$ cat config.mk
export PLATFORM = sky130hd
export DESIGN_NAME = reset_seq
export DESIGN_NICKNAME = d
export VERILOG_FILES = /design/src/rtl/reset_seq_pkg.sv /design/src/rtl/reset_bridge.sv /design/src/rtl/reset_seq.sv
export SDC_FILE = /design/constraint.sdc
export NUM_CORES = 1
export LEC_CHECK = 0
export BUFFER_PORTS_ARGS = -buffer_cell sky130_fd_sc_hd__buf_2
export CAP_MARGIN = 10
export CORE_MARGIN = 3
export CORE_UTILIZATION = 55
export CTS_CLUSTER_DIAMETER = 60
export DETAILED_ROUTE_END_ITERATION = 8
export GPL_ROUTABILITY_DRIVEN = 0
export PLACE_DENSITY = 0.77
export SYNTH_ARGS = -nofsm -noshare
export SYNTH_HDL_FRONTEND = slang
export SYNTH_SLANG_ARGS = --single-unit
$ cat constraint.sdc
create_clock -name clk -period 6 [get_ports clk]
set_input_delay 0 -clock clk [delete_from_list [all_inputs] [get_ports clk]]
set_output_delay 0 -clock clk [all_outputs]
set_load 0.01 [all_outputs]
$ cat src/rtl/reset_seq_pkg.sv
// reset_seq_pkg: shared state encoding and counter sizing for the reset sequencer
package reset_seq_pkg;
  typedef enum logic [1:0] {ASSERT, WAIT_RDY, GAP, DONE} state_t;
  function automatic int cnt_w(input int a, input int b, input int c);
    int m;
    m = a > b ? a : b;
    m = m > c ? m : c;
    return $clog2(m + 1);
  endfunction
endpackage

$ cat src/rtl/reset_bridge.sv
// reset_bridge: async-assert, sync-release bridge for the active-low reset
module reset_bridge (
  input  logic clk,
  input  logic async_rst_n,
  output logic rst_sync_n
);
  logic meta;
  always_ff @(posedge clk or negedge async_rst_n)
    if (!async_rst_n) {rst_sync_n, meta} <= 2'b00;
    else {rst_sync_n, meta} <= {meta, 1'b1};
endmodule

$ cat src/rtl/reset_seq.sv
// reset_seq: stretches, then releases per-channel resets in order gated by ch_ready
module reset_seq
  import reset_seq_pkg::*;
#(
  parameter int NUM_CH      = 4,
  parameter int STRETCH_LEN = 16,
  parameter int STAGE_GAP   = 4,
  parameter int FILT_LEN    = 3,
  parameter int TIMEOUT     = 1000
) (
  input  logic              clk,
  input  logic              async_rst_n,
  input  logic              ext_rst_req,
  input  logic              sw_rst_req,
  input  logic [NUM_CH-1:0] ch_ready,
  output logic [NUM_CH-1:0] rst_out,
  output logic              seq_busy,
  output logic              seq_done,
  output logic [NUM_CH-1:0] timeout_err,
  output logic [7:0]        rst_count
);
  localparam int CW = cnt_w(STRETCH_LEN, STAGE_GAP, TIMEOUT);
  localparam int KW = NUM_CH > 1 ? $clog2(NUM_CH) : 1;
  localparam int FW = $clog2(FILT_LEN + 1);
  if (NUM_CH < 1 || NUM_CH > 16 || STRETCH_LEN < 1 || STAGE_GAP < 0 || FILT_LEN < 1 || TIMEOUT < 1)
    $error("reset_seq: illegal parameter value");
  logic rst_sync_n;
  reset_bridge u_bridge (.clk(clk), .async_rst_n(async_rst_n), .rst_sync_n(rst_sync_n));
  logic [1:0] ext_sync;
  logic [FW-1:0] filt_cnt;
  logic ext_acc, req, rdy, tmo, last;
  state_t state;
  logic [CW-1:0] cnt;
  logic [KW-1:0] k;
  always_ff @(posedge clk or negedge async_rst_n)
    if (!async_rst_n) begin
      ext_sync <= '0;
      filt_cnt <= '0;
    end else begin
      ext_sync <= {ext_sync[0], ext_rst_req};
      filt_cnt <= !ext_sync[1] ? '0 : ext_acc ? filt_cnt : filt_cnt + 1'b1;
    end
  assign ext_acc  = filt_cnt == FW'(FILT_LEN);
  assign req      = ext_acc | sw_rst_req;
  assign rdy      = ch_ready[k];
  assign tmo      = cnt == CW'(TIMEOUT - 1);
  assign last     = k == KW'(NUM_CH - 1);
  assign seq_busy = |rst_out;
  assign seq_done = state == DONE;
  // Power-on hold and later requests both land in ASSERT; only requests leaving a non-ASSERT state are counted
  always_ff @(posedge clk or negedge async_rst_n)
    if (!async_rst_n) begin
      state       <= ASSERT;
      cnt         <= '0;
      k           <= '0;
      rst_out     <= '1;
      timeout_err <= '0;
      rst_count   <= '0;
    end else if (!rst_sync_n) begin
      state       <= ASSERT;
      cnt         <= '0;
      k           <= '0;
      rst_out     <= '1;
      timeout_err <= '0;
      rst_count   <= '0;
    end else if (req) begin
      state       <= ASSERT;
      cnt         <= '0;
      k           <= '0;
      rst_out     <= '1;
      timeout_err <= '0;
      if (state != ASSERT && rst_count != 8'hff) rst_count <= rst_count + 1'b1;
    end else
      case (state)
        ASSERT:
          if (cnt == CW'(STRETCH_LEN - 1)) begin
            state <= WAIT_RDY;
            cnt   <= '0;
          end else cnt <= cnt + 1'b1;
        WAIT_RDY:
          if (rdy || tmo) begin
            rst_out[k] <= 1'b0;
            cnt        <= '0;
            if (!rdy) timeout_err[k] <= 1'b1;
            state <= last ? DONE : (STAGE_GAP == 0 ? WAIT_RDY : GAP);
            if (!last && STAGE_GAP == 0) k <= k + 1'b1;
          end else cnt <= cnt + 1'b1;
        GAP:
          if (cnt == CW'(STAGE_GAP - 1)) begin
            state <= WAIT_RDY;
            cnt   <= '0;
            k     <= k + 1'b1;
          end else cnt <= cnt + 1'b1;
        default: ;
      endcase
endmodule

==> results of run 1 <==
cell type report:
class                           count  share of cell area, %
Clock buffer                        5                   1.70
Clock inverter                      3                   1.93
Inverter                            9                   1.53
Multi-Input combinational cell    132                   44.6
Sequential cell                    36                   41.1
Tap cell                           44                   2.50
Timing Repair Buffer               27                   6.59
cells in the final DEF (no fill, tap or decap), types with 2 or more instances in the layout:
cell	netlist	layout
dfstp_2	4	4
o221a_2	2	2
buf_2	0	25
mux2i_1	8	8
nand2b_1	3	3
and3_1	3	3
nor4_1	2	2
xnor2_1	4	4
nor2b_1	3	3
a21oi_1	4	4
dlygate4sd3_1	0	2
nand3_1	6	6
xor2_1	9	9
nor3_1	2	2
nor2_1	14	14
a22o_1	4	4
dfrtp_1	32	32
nand2_1	12	12
o21ai_0	2	2
inv_1	9	9
nand4_1	6	6
and2_1	7	7
a21o_1	4	4
clkbuf_4	0	5
ha_1	11	11
cells by family after synthesis:
group,count (synthesis),share of synthesized area [%]
simple gates,68,19.8
flops,36,46.6
compound gates,30,13.0
xor+xnor,13,5.86
buf+inv,12,2.77
fa+ha+maj,11,7.09
mux,9,4.70
other cells,1,0.193
registers in the layout (all words and copies together), names as in the netlist:
| signal | flops |
|---|---|
| cnt | 10 |
| ext_sync | 2 |
| filt_cnt | 2 |
| k | 2 |
| rst_count | 8 |
| rst_out | 4 |
| state | 2 |
| timeout_err | 4 |
| u_bridge.meta | 1 |
| u_bridge.rst_sync_n | 1 |
metal layers:
layer	vias up	wire (um)
li1	704	-
met5	-	0
met4	0	63
met3	10	202
met1	714	1690
met2	46	1800
worst max-delay path: cells and delay by family (launching register included):
kind	cells	cell delay, ns
AO/OA/AOI/OAI	1	0.63
adder cells (fa/ha/maj)	1	0.28
flip-flops	1	0.41
XOR/XNOR	1	0.16
AND/OR/NAND/NOR	3	0.75
power groups by stage:
stage	Combinational (mW)	Clock, mW	Sequential, mW
global route	0.0433	0.185	0.261
global placement	0.0353	0	0.263
CTS	0.0385	0.175	0.259
detailed placement	0.0374	0	0.264
floorplan	0.0237	0	0.262
finish	0.0376	0.171	0.259
through the flow:
step	area [um2]	total power, mW	utilization (%)	std cells
floorplan	1940	0.286	-	180
global placement	2100	0.298	65.6	246
detailed placement	2100	0.301	65.6	246
CTS	2200	0.473	68.8	256
global route	2200	0.490	68.8	256
finish	2200	0.468	68.8	256
final timing paths:
kind,endpoint,slack [ns]
max in group asynchronous,cnt[2],5.25
worst max register to register,cnt[7],3.66
worst min register to register,u_bridge.rst_sync_n,0.36
worst min-delay path,state[1],0.04
min in group asynchronous,state[0],0.25
worst max-delay path,cnt[7],3.66
repair_timing:
| item | 4_1_cts | 5_1_grt |
|---|---|---|
| resized for setup | 0 | 0 |
| hold endpoints to repair | 33 | 0 |
| hold buffers | 2 | 0 |
| buffers inserted | 0 | 0 |
==> impl_metrics.tcl, run 1 <==
set metrics [dict create \
    status "finished clean" \
    max_cap_viol_count 0 \
    leakagePower_nw 1.02 \
    overflow 0 \
    cts_tree "done" \
    ios 26 \
    synthCells 180 \
    drive_above_1_share_pct 22.2 \
    busiest_layer "met2" \
    area_delta_synth_final_pct 13.4 \
    wirelength_um 3760 \
    rows 20 \
    p_switching_mw 0.115 \
    synth_area_um2 1940 \
    crit_slowest_cell "o311ai_0" \
    netlist_top_cells_count "dfrtp_1 (32), nor2_1 (14), nand2_1 (12)" \
    rsz0062_at_grt "no" \
    worstMarginPinSlew_ns 0.775 \
    p_clk_share_pct 36.6 \
    post_drt_wl_per_cell_um 14.7 \
    path_common_cell "nor2_1" \
    postSynth.asyncResetShare_pct 100 \
    cts_sinks 36 \
    path_class "register to register" \
    synth_area_leaders "dfrtp_1 (41%), ha_1 (7.1%), dfstp_2 (5.4%), mux2i_1 (4.1%), xor2_1 (4.1%)" \
    htree_levels 2 \
    cts_buffers 5 \
    viasPerCell 5.76 \
    ir_drop_v 0.000158 \
    grtUsageMet1_pct 25.8 \
    detail-route-antenna-nets 0 \
    synth_seq_cells 36 \
    required_ns 6.22 \
    grt_first_pass_wirelength_um 6830 \
    nets 230 \
    regArea_um2 906 \
    path_cells "ha_1 > or3b_1 > o311ai_0 > nor2_1 > xnor2_1 > nor2_1" \
    synth_edf_count 0 \
    fin_crit_sh_pct 39.1 \
    ys_types 51 \
    cts-root-buf "clkbuf_4" \
    die_y_um 65.4 \
    initial_core_util_pct 60.6 \
    synth_top_cell_area_share_pct 41.2 \
    p_per_area_nw_per_um2 213 \
    crit_start "filt_cnt[0]" \
    yosysMostFrequentCell "dfrtp_1" \
    critPathCaptureType "register" \
    io_buffers 25 \
    multi_input_area_um2 982 \
    dp_worst_setup_slack_ns 3.67 \
    first_pass_iters 4 \
    grt_pass1_vias 1513 \
    grt_use_total_pct 20.5 \
    syn_nets 199 \
    die_x_um 65.4 \
    die_area_um2 4280 \
    seq_area_frac_synth_pct 46.6 \
    whs_ns 0.0353 \
    max_freq_mhz 427 \
    clk_pin_slew_ns 0.12 \
    synth_warnings 0 \
    vias 1474 \
    slew_viol_final 0 \
    worstHoldStart "sw_rst_req" \
    holdPathStages 3 \
    gr-usage-met3_pct 5.13 \
    yosysTopAreaCell "dfrtp_1" \
    crit_path_start_kind "register" \
    slew_headroom_pct 48.3 \
    hold_viol 0 \
    p_comb_share_pct 8.0 \
    netSwitchingFraction_pct 24.5 \
    hold_class "input port to register" \
    fin_skew_ns 0.0116 \
    setup_tns_ns 0 \
    grt_use_met2_pct 33.8 \
    nFillCells 255 \
    cts_buffer_depth 2 \
    ff2ff_path_depth 6 \
    drc 0 \
    fp.coreArea_um2 3200 \
    drt_iter0_drc 114 \
    sequentialPowerShare_pct 55.4 \
    slowest_delay_ns 0.63 \
    antenna_cells 0 \
    setup_viol 0 \
    cp.arrival_ns 2.57 \
    crit_fanout 11 \
    r2r_start "filt_cnt[0]" \
    antenna_found_initial 0 \
    grt_start_max_net_pins 37 \
    avgSynthCellArea_um2 10.8 \
    timing.final.crit_period_ns 2.34 \
    dp_hpwl_um 2720 \
    setup_ws_ns 3.66 \
    clk_latency_ns 0.34 \
    power.internal_mw 0.353 \
    synth_ff_type "dfrtp_1" \
]
Note: power is estimated with default switching activity, not from simulation.
==> run 2: changes to the inputs <==
Settings changed: CORE_UTILIZATION 55 to 51, PLACE_DENSITY 0.77 to 0.75.
Clock period 6 ns to 1.9 ns, I/O delays scaled along.
==> impl_metrics.tcl, run 2 (same netlist as run 1, synthesis figures left out) <==
set metrics [dict create \
    dpl.cell_count 270 \
    post_drt_wl_per_cell_um 15.6 \
    cts-root-buf "clkbuf_8" \
    p_per_area_nw_per_um2 661 \
    grt_use_total_pct 22.2 \
    leakagePower_nw 1.17 \
    vias 1612 \
    p_clk_share_pct 41.0 \
    ios 26 \
    clk_pin_slew_ns 0.07 \
    cts_buffers 5 \
    status "finished with violations" \
    crit_slowest_cell "or4_4" \
    sequentialPowerShare_pct 49.8 \
    first_pass_iters 4 \
    antenna_cells 0 \
    crit_path_start_kind "register" \
    ir_drop_v 0.000690 \
    detail-route-antenna-nets 0 \
    critPathCaptureType "register" \
    required_ns 2.08 \
    max_freq_mhz 496 \
    clk_latency_ns 0.29 \
    overflow 0 \
    grt_first_pass_wirelength_um 7400 \
    violations "negative setup slack" \
    max_cap_viol_count 0 \
    regToRegSetupSlack_ns -0.11 \
    setup_ws_ns -0.114 \
    viasPerCell 5.68 \
    dp_hpwl_um 3120 \
    grt_start_max_net_pins 37 \
    drt_iter0_drc 39 \
    power_mw 1.64 \
    fp.coreArea_um2 3490 \
    cp.arrival_ns 2.20 \
    p_comb_share_pct 9.3 \
    crit_fanout 6 \
    hold_class "input port to register" \
    io_buffers 25 \
    final_cells 284 \
    hold_viol 0 \
    fin_skew_ns 0.00766 \
    regMostFlops "cnt" \
    cts_sinks 36 \
    setup_viol 12 \
    slowest_delay_ns 0.57 \
    dp_worst_setup_slack_ns -0.0956 \
    p_switching_mw 0.389 \
    mostFrequentLayoutCells "dfrtp_1 (32), buf_2 (25), buf_4 (25)" \
    rows 21 \
    final_util_pct 70.9 \
    area_delta_synth_final_pct 27.6 \
    timing.final.crit_period_ns 2.01 \
    initial_core_util_pct 55.6 \
    htree_levels 2 \
    nets 256 \
    reg_top3 "cnt x10, rst_count x8" \
    worstMarginPinSlew_ns 0.779 \
    path_class "register to register" \
    drive_above_1_share_pct 35.3 \
    die_y_um 67.7 \
    antenna_found_initial 0 \
    die_area_um2 4580 \
    drc 0 \
    slew_viol_final 0 \
    netSwitchingFraction_pct 23.7 \
    grt_pass1_vias 1681 \
    die_x_um 67.7 \
    path_cells "or4_4 > o41ai_4 > nand2_1 > o21ai_2 > buf_6 > nor2_1" \
    slew_headroom_pct 48.1 \
    nFillCells 256 \
    rsz0062_at_grt "yes" \
    wirelength_um 4440 \
    cts_tree "done" \
    cts_buffer_depth 2 \
    largest_reg_flops 10 \
    layout_commonest_cell "dfrtp_1" \
    fin_crit_sh_pct 106 \
    power.internal_mw 1.25 \
]
[run 2: area by class of cell]
class	instances	area, um2	share of cell area (%)
multi-input combinational	132	1030	41.4
clock buffer	5	68.8	2.78
inverter	9	33.8	1.36
tap	46	57.6	2.32
sequential	36	906	36.5
timing repair buffer	53	344	13.9
clock inverter	3	42.5	1.72
[run 2: timing repair]
item,CTS,global route
hold endpoints to repair,33,0
pin swaps,11,3
buffers inserted,1,3
hold buffers,2,0
gates resized for setup,7,6
setup endpoints to repair,11,18
[run 2: stage by stage]
step,TNS (ns),cell area [um2],hold slack [ns]
after global routing,-1.94,2480,0.205
after detailed placement,-0.659,2270,0.110
final,-1.06,2480,0.203
after global placement,-0.00473,2270,0.110
after floorplan,0,1940,-0.296
after CTS,-0.501,2430,0.187
[run 2: critical path, delay by kind of cell (launching register included)]
kind | cells | cell delay, ns
buffers and inverters | 1 | 0.15
DFF | 1 | 0.38
and+or+nand+nor | 3 | 0.79
AOI/OAI and AO/OA | 2 | 0.59
[run 2: path summary, 6_finish.rpt]
path,cells after the start,end,from
worst min-delay path,4,k[1],sw_rst_req
max in group asynchronous,2,timeout_err[0],async_rst_n
worst max-delay path,6,cnt[8],cnt[7]
worst min register to register,0,u_bridge.rst_sync_n,u_bridge.meta
min in group asynchronous,2,rst_count[0],async_rst_n
worst max register to register,6,cnt[8],cnt[7]
[run 2: power groups by stage]
stage	clock [mW]	combinational (mW)	sequential (mW)
6_report	0.671	0.152	0.815
5_1_grt	0.727	0.173	0.819
4_1_cts	0.688	0.153	0.815
3_5_place_dp	0	0.146	0.829
3_3_place_gp	0	0.136	0.825
2_1_floorplan	0	0.0755	0.829
[run 2: layer usage]
metal	routed length (um)	GRT usage, %
met1	1820	25.2
met2	2300	38.4
met3	230	6.16
met4	82	10.1
met5	0	0
